--- src/rtl/pwm_pkg.sv ---
// Shared defaults and helpers for the PWM compare slice.
package pwm_pkg;

   localparam int PWM_WIDTH_DEF = 32'sd3;
   localparam int PWM_DEAD_DEF  = 32'sd1;

   function automatic int clog2(input int value);
      int res;
      int v;
      res = 32'sd0;
      v   = value - 32'sd1;
      while (v > 32'sd0) begin
         res = res + 32'sd1;
         v   = v >>> 1;
      end
      return res;
   endfunction

   // Width that holds the values 0..dead inclusive.
   function automatic int dt_width(input int dead);
      return clog2(dead + 32'sd1);
   endfunction

endpackage

--- src/rtl/pwm_deadtime.sv ---
// Complementary output stage with dead-time insertion; used only when PWM_COMPL_EN is defined.
// Takes the next raw level so the counter reloads on the same edge at which the raw level flips.
module pwm_deadtime
   import pwm_pkg::*;
#(
   parameter int DEAD_CYC = PWM_DEAD_DEF
) (
   input  logic clk_i,
   input  logic rst_ni,
   input  logic raw_d_i,
   output logic pwm_o,
   output logic pwm_n_o
);

   localparam int              DT_W    = dt_width(DEAD_CYC);
   localparam logic [DT_W-1:0] DT_LOAD = DT_W'(DEAD_CYC);
   localparam logic [DT_W-1:0] DT_ZERO = {DT_W{1'b0}};

   logic            raw_q;
   logic [DT_W-1:0] dt_q;
   logic [DT_W-1:0] dt_d;
   logic            pwm_q;
   logic            pwm_n_q;

   // Restart the dead-time window on every raw transition, otherwise run down to zero.
   always_comb begin
      dt_d = dt_q;
      if (raw_d_i != raw_q) begin
         dt_d = DT_LOAD;
      end else if (dt_q != DT_ZERO) begin
         dt_d = dt_q - DT_W'(1);
      end else begin
         dt_d = dt_q;
      end
   end

   // Raw level, dead-time counter and the gated output pair.
   always_ff @(posedge clk_i or negedge rst_ni) begin
      if (!rst_ni) begin
         raw_q   <= 1'b0;
         dt_q    <= DT_LOAD;
         pwm_q   <= 1'b0;
         pwm_n_q <= 1'b0;
      end else begin
         raw_q   <= raw_d_i;
         dt_q    <= dt_d;
         pwm_q   <= raw_d_i & (dt_d == DT_ZERO);
         pwm_n_q <= ~raw_d_i & (dt_d == DT_ZERO);
      end
   end

   assign pwm_o   = pwm_q;
   assign pwm_n_o = pwm_n_q;

endmodule

--- src/rtl/pwm_compare.sv ---
// PWM comparator with wrap detection and a shadowed duty register loaded at counter wrap.
// Define PWM_COMPL_EN to add the complementary output pwm_n_o with dead-time.
module pwm_compare
   import pwm_pkg::*;
#(
   parameter int               WIDTH    = PWM_WIDTH_DEF,
   parameter logic [WIDTH-1:0] DUTY_RST = {WIDTH{1'b0}},
   parameter int               DEAD_CYC = PWM_DEAD_DEF
) (
   input  logic             clk_i,
   input  logic             rst_ni,
   input  logic [WIDTH-1:0] cnt_i,
   input  logic [WIDTH-1:0] duty_i,
   input  logic             duty_valid_i,
   output logic             duty_ready_o,
   output logic             pwm_o,
   output logic             wrap_o
`ifdef PWM_COMPL_EN
   ,
   output logic             pwm_n_o
`endif
);

   logic [WIDTH-1:0] cnt_prev_q;
   logic [WIDTH-1:0] shadow_q;
   logic [WIDTH-1:0] shadow_d;
   logic [WIDTH-1:0] active_q;
   logic [WIDTH-1:0] active_d;
   logic             pending_q;
   logic             pending_d;
   logic             wrap_q;
   logic             wrap_s;
   logic             accept_s;
   logic             raw_d;

   // A drop in count is a wrap, whether a natural roll-over or a counter reset mid-period.
   assign wrap_s   = (cnt_i < cnt_prev_q);
   assign accept_s = duty_valid_i & ~pending_q;

   // Wrap with a pending shadow promotes it; an accept can only coincide with an empty shadow.
   always_comb begin
      shadow_d  = shadow_q;
      active_d  = active_q;
      pending_d = pending_q;
      if (wrap_s && pending_q) begin
         active_d  = shadow_q;
         pending_d = 1'b0;
      end else if (accept_s) begin
         shadow_d  = duty_i;
         pending_d = 1'b1;
      end else begin
         pending_d = pending_q;
      end
      raw_d = (cnt_i < active_d);
   end

   // Handshake, duty and wrap state.
   always_ff @(posedge clk_i or negedge rst_ni) begin
      if (!rst_ni) begin
         cnt_prev_q <= {WIDTH{1'b0}};
         shadow_q   <= {WIDTH{1'b0}};
         active_q   <= DUTY_RST;
         pending_q  <= 1'b0;
         wrap_q     <= 1'b0;
      end else begin
         cnt_prev_q <= cnt_i;
         shadow_q   <= shadow_d;
         active_q   <= active_d;
         pending_q  <= pending_d;
         wrap_q     <= wrap_s;
      end
   end

   assign duty_ready_o = ~pending_q;
   assign wrap_o       = wrap_q;

`ifdef PWM_COMPL_EN
   pwm_deadtime #(
      .DEAD_CYC (DEAD_CYC)
   ) u_deadtime (
      .clk_i   (clk_i),
      .rst_ni  (rst_ni),
      .raw_d_i (raw_d),
      .pwm_o   (pwm_o),
      .pwm_n_o (pwm_n_o)
   );
`else
   logic raw_q;
   logic dead_cyc_unused_s;

   assign dead_cyc_unused_s = ^DEAD_CYC;

   // Plain registered compare result.
   always_ff @(posedge clk_i or negedge rst_ni) begin
      if (!rst_ni) begin
         raw_q <= 1'b0;
      end else begin
         raw_q <= raw_d;
      end
   end

   assign pwm_o = raw_q;
`endif

endmodule

--- config.mk ---
export PLATFORM = sky130hd
export DESIGN_NAME = pwm_compare
export DESIGN_NICKNAME = d
export VERILOG_FILES = /design/src/rtl/pwm_pkg.sv /design/src/rtl/pwm_deadtime.sv /design/src/rtl/pwm_compare.sv
export SDC_FILE = /design/constraint.sdc
export NUM_CORES = 1
export LEC_CHECK = 0
export ABC_AREA = 0
export CAP_MARGIN = 5
export CORE_MARGIN = 2
export CORE_UTILIZATION = 30
export DETAILED_ROUTE_END_ITERATION = 8
export PLACE_DENSITY = 0.57
export SETUP_SLACK_MARGIN = 0.3
export SLEW_MARGIN = 20
export SYNTH_ARGS = -nofsm -noshare
export SYNTH_HDL_FRONTEND = slang
export SYNTH_SLANG_ARGS = --single-unit
--- constraint.sdc ---
create_clock -name clk_i -period 2 [get_ports clk_i]
set_clock_uncertainty 0.15 [all_clocks]
set_input_delay 0.4 -clock clk_i [delete_from_list [all_inputs] [get_ports clk_i]]
set_output_delay 0.4 -clock clk_i [all_outputs]
set_load 0.03 [all_outputs]
**After elaboration in Yosys (flattened, before gate mapping)**

Cells that the tools add are included.

- Flip-flop bits (word level): 12
- Input port bits: 9
- Output and inout port bits: 3
- Word-level logic and storage cells: 17

- Order comparisons: 2
- Multiplexer cells: 3
- Bitwise gates (word level): 3
- Reduce and logical (&&, ||, !) cells: 3

Operators with widths:

| cell | count |
|---|---|
| $lt A3 B3 Y1 | 2 |
| $mux W3 | 1 |
| $mux W1 | 2 |
| $not A1 Y1 | 2 |
| $reduce_and A2 Y1 | 1 |
| $reduce_bool A2 Y1 | 1 |
| $and A1 B1 Y1 | 1 |
| $logic_and A1 B1 Y1 | 1 |

**Depth between registers and ports, before layout**

- Depth in word-level cells: 4
- Gate-level depth with buffers: 8
- Mapped depth without buffers: 8

**Worst setup path before layout**

No wires, ideal clock.

- Path kind: in2reg
- Start: input port cnt_i[2]
- End: register raw_q, in the netlist pwm_o
- Library setup time: 0.124 ns
- Arrival time: 2.002 ns
- Data required time: 1.726 ns
- Setup slack: -0.276 ns
- Stages on the path: 7
- Buffers on the path: 0
- Path through: ha_1 > a21o_1 > a311o_2 > mux2i_1 > ha_1 > nor3_1 > a211o_1

- Cells in the longest elaborated chain, start to end: 4

Ends and longest elaborated chain:

| what | line | text |
|---|---|---|
| start: declaration | pwm_compare.sv:12 | `input logic [WIDTH-1:0] cnt_i,` |
| $lt A3 B3 Y1 | pwm_compare.sv:37 | `assign wrap_s = (cnt_i < cnt_prev_q);` |
| $logic_and A1 B1 Y1 | pwm_compare.sv:45 | `if (wrap_s && pending_q) begin` |
| $mux W3 | pwm_compare.sv:45 |  |
| $lt A3 B3 Y1 (*) | pwm_compare.sv:54 | `raw_d = (cnt_i < active_d);` |
| via raw_d | pwm_compare.sv:34 | `logic raw_d;` |
| end signal: assignment | pwm_compare.sv:98 | `raw_q <= raw_d;` |
| end: declaration | pwm_compare.sv:88 | `logic raw_q;` |

Mark *: on every way through the listed nets, which the timed path passes. The rest lies on a longest branch.
A chain may end at the register's enable or synchronous reset.

**Final worst setup path**

Ends and elaborated chain as after synthesis.

==> run_results.csv <==
group,metric,value,unit
setup_path,path_max_fanout,3,
setup_path,cp-end-kind,"flip-flop",
synth,synth.ff_latch_count,12,
timing,rsz0062_at_grt,"yes",
clocking,cts_tree,"done",
die,die_area,2140,sq um
clocking,clock_latency,0.27,ns
layout,nNetsFinal,85,
timing,slew_violations,0,
route,wl_per_cell,11.4,microns
setup_path,r2r_setup_slack,-0.20,ns
synth,muxShareOfSynthArea,0.0794,
placement,pre_cts_slack,-0.751,ns
die,core,1710,sq um
die,initial_core_util,0.314,
clocking,cts.sinks,12,
clocking,cts.clk_slew.worst_paths,0.08,ns
layout,synthToLayoutAreaGrowth,61.7,%
die,die-width,46.3,microns
placement,place_congestion,0.766,
grt,grt_pass1_wl,1.82,mm
synth,synth_nets,55,
synth,synth-xor-area-share,0,
grt,overflow,0,
layout,insertedDiodeCount,0,
setup_path,worst-path-buf-inv,1,
route,num_vias,407,
setup_path,crit-reg2reg-launch,"cnt_prev_q[2]",
synth,syn_area,536,sq um
synth,avgSynthCellArea,12.8,sq um
timing,period_share,1.10,
setup_path,worst-setup-path-type,"primary input to flip-flop",
route,drtPass1Iterations,2,
clocking,cts_root_buffer,"clkbuf_4",
power_and_ir_drop,powerDensity,1130,nW/um^2
layout,layout-drive-gt1-share,0.479,
timing,fmax,454,MHz
grt,grt_max_degree,13,
route,ant_nets,0,
timing,slew_headroom,0.642,
setup_path,cp.required,2.02,ns
clocking,clockBufferDepth,2,
die,core.rowCount,15,
power_and_ir_drop,static-leakage-power,0.401,nW
layout,seq_area,300,sq um
setup_path,worstReg2RegEnd,"pwm_o",
setup_path,cpMaxStageDelayCell,"a311o_2",
setup_path,cp_data_arrival_time,2.22,ns
synth,yosys.area_share.adder,0.0935,
setup_path,r2r.worst_path.cells,8,
flow_run,cap_violations,0,
layout,fillers,155,
timing,tightest_slew,0.535,ns
die,io_pins,12,
synth,ys_seq_area_frac,0.561,
clocking,cts_made_buffers,3,
power_and_ir_drop,ir_drop,0.000556,V
run_status,status,"finished with violations",
synth,synth.distinct_cells,19,
setup_path,critPathMaxStageDelay,0.36,ns
synth,synthSimpleGateAreaFrac,0.0818,
timing,finalHoldViolations,0,
timing,setup_violations,1,
setup_path,critical_path.startpoint_type,"primary input",
setup_path,crit_family,"compound AO/OA/AOI/OAI gates",
route,routed_wirelength,1.10,mm
clocking,htreeDepth,1,
placement,dp_hpwl,744,microns
run_status,violations,"negative setup slack",
min_path,worstHoldPathType,"primary input to asynchronous set/reset pin",
synth,synth-compound-area-share,0.143,
timing,finalHoldWorstSlack,0.320,ns
timing,worst_slack,-0.202,ns
layout,multi_input_area,258,sq um
synth,syn_inst,42,
route,drt_iter0_drc,3,
route,drc,0,
die,die_h,46.3,microns
grt,antenna_found_initial,0,
synth,ys.warnings.count,0,
route,vias_per_cell,4.24,
timing,fin_crit,2.20,ns
synth,synth_top_family_by_area,"compound AO/OA/AOI/OAI gates",
setup_path,path_cells,"clkdlybuf4s15_1 -> ha_4 -> a21o_1 -> a311o_2 -> mux2i_2 -> ha_2 -> nor3_2 -> a211o_1",
placement,portBuffers,11,
grt,grt_pass1_vias,408,
grt,gr-usage-all-layers,0.128,
## layer usage
layer / up-vias / track usage / share of wire
met1: 187 / 0.165 / 0.44
li1: 207 / - / -
met4: 0 / 0.0686 / 0.011
met3: 2 / 0.0627 / 0.072
met2: 11 / 0.172 / 0.47
met5: - / 0 / 0
## layout make-up
type,count,area share
clock buffer,4,0.0419
inverter,6,0.0260
multi-input combinational,24,0.298
sequential,12,0.347
tap,25,0.0361
timing repair buffer,25,0.251
## what timing repair did
action,CTS,global route
buffers inserted,3,1
setup endpoints to repair,8,6
gates cloned,0,0
hold buffers,0,0
gates resized for setup,12,6
pin swaps,6,8
## placed cells by master, fill, tap and decap left out
cell and instances:
dfrtp_1 12, dlygate4sd2_1 3, mux2_1 2, a21o_1 1, clkbuf_8 1, o22ai_4 1, nand2b_1 1, nor2_1 1
ha_2 3, buf_4 11, o21ai_0 2, a31oi_1 1, ha_4 1, nor3_2 2, mux2i_2 2, nand2_1 1
a311o_2 1, clkbuf_2 1, nor2b_1 1, a211o_1 1, inv_1 3, nand2b_4 1, a211oi_2 1, clkbuf_4 3
clkdlybuf4s15_1 1, clkdlybuf4s50_1 6, o21a_1 1, inv_2 3, buf_6 3
## power breakdown
group | internal (mW) | leakage (nW) | switching (mW)
clock network | 0.111 | 0.0210 | 0.0828
logic | 0.234 | 0.238 | 0.202
registers | 0.319 | 0.141 | 0.0324
## Yosys cell counts
cell / number / share of area
nor2b_1: 1 / 0.012
inv_1: 6 / 0.042
nor2_1: 1 / 0.0070
ha_1: 4 / 0.093
mux2i_1: 2 / 0.037
nand2b_4: 1 / 0.026
dfrtp_1: 12 / 0.56
a211o_1: 1 / 0.016
nand2_1: 1 / 0.0070
nand2b_1: 1 / 0.012
a311o_2: 1 / 0.021
a31oi_1: 1 / 0.012
o21a_1: 1 / 0.014
o22ai_2: 1 / 0.023
a21o_1: 1 / 0.014
o21ai_0: 2 / 0.019
a211oi_2: 1 / 0.023
mux2_1: 2 / 0.042
nor3_1: 2 / 0.019
## worst max path at each step
stage,start,to,depth (start not counted)
finish,cnt_i[2],pwm_o,8
global route,cnt_prev_q[2],pwm_o,8
floorplan,cnt_prev_q[2],pwm_o,8
CTS,cnt_prev_q[2],pwm_o,8
detailed placement,cnt_i[2],pwm_o,8
global placement,cnt_i[2],pwm_o,8
## kinds of logic after synthesis
logic type	Yosys count
adders and majority gates	4
and+or+nand+nor	7
DFF	12
AOI/OAI and AO/OA	9
muxes	4
buffers and inverters	6
## stage by stage
stage          cells  cell area, sq um  utilization  power, mW  setup TNS (ns)
4_1_cts           95               847        0.496      0.952          -0.249
3_5_place_dp      88               774        0.453      0.707           -1.90
3_3_place_gp      88               774        0.453      0.703           -1.71
5_1_grt           96               866        0.507       1.05          -0.275
2_1_floorplan     42               558            -      0.552          -0.128
6_report          96               866        0.507      0.981          -0.202
## flip-flops by register name, indices dropped and copies added, names as in the netlist
signal	flops
active_q	3
cnt_prev_q	3
shadow_q	3
pending_q	1
pwm_o	1
wrap_o	1
(Power assumes the default switching activity.)
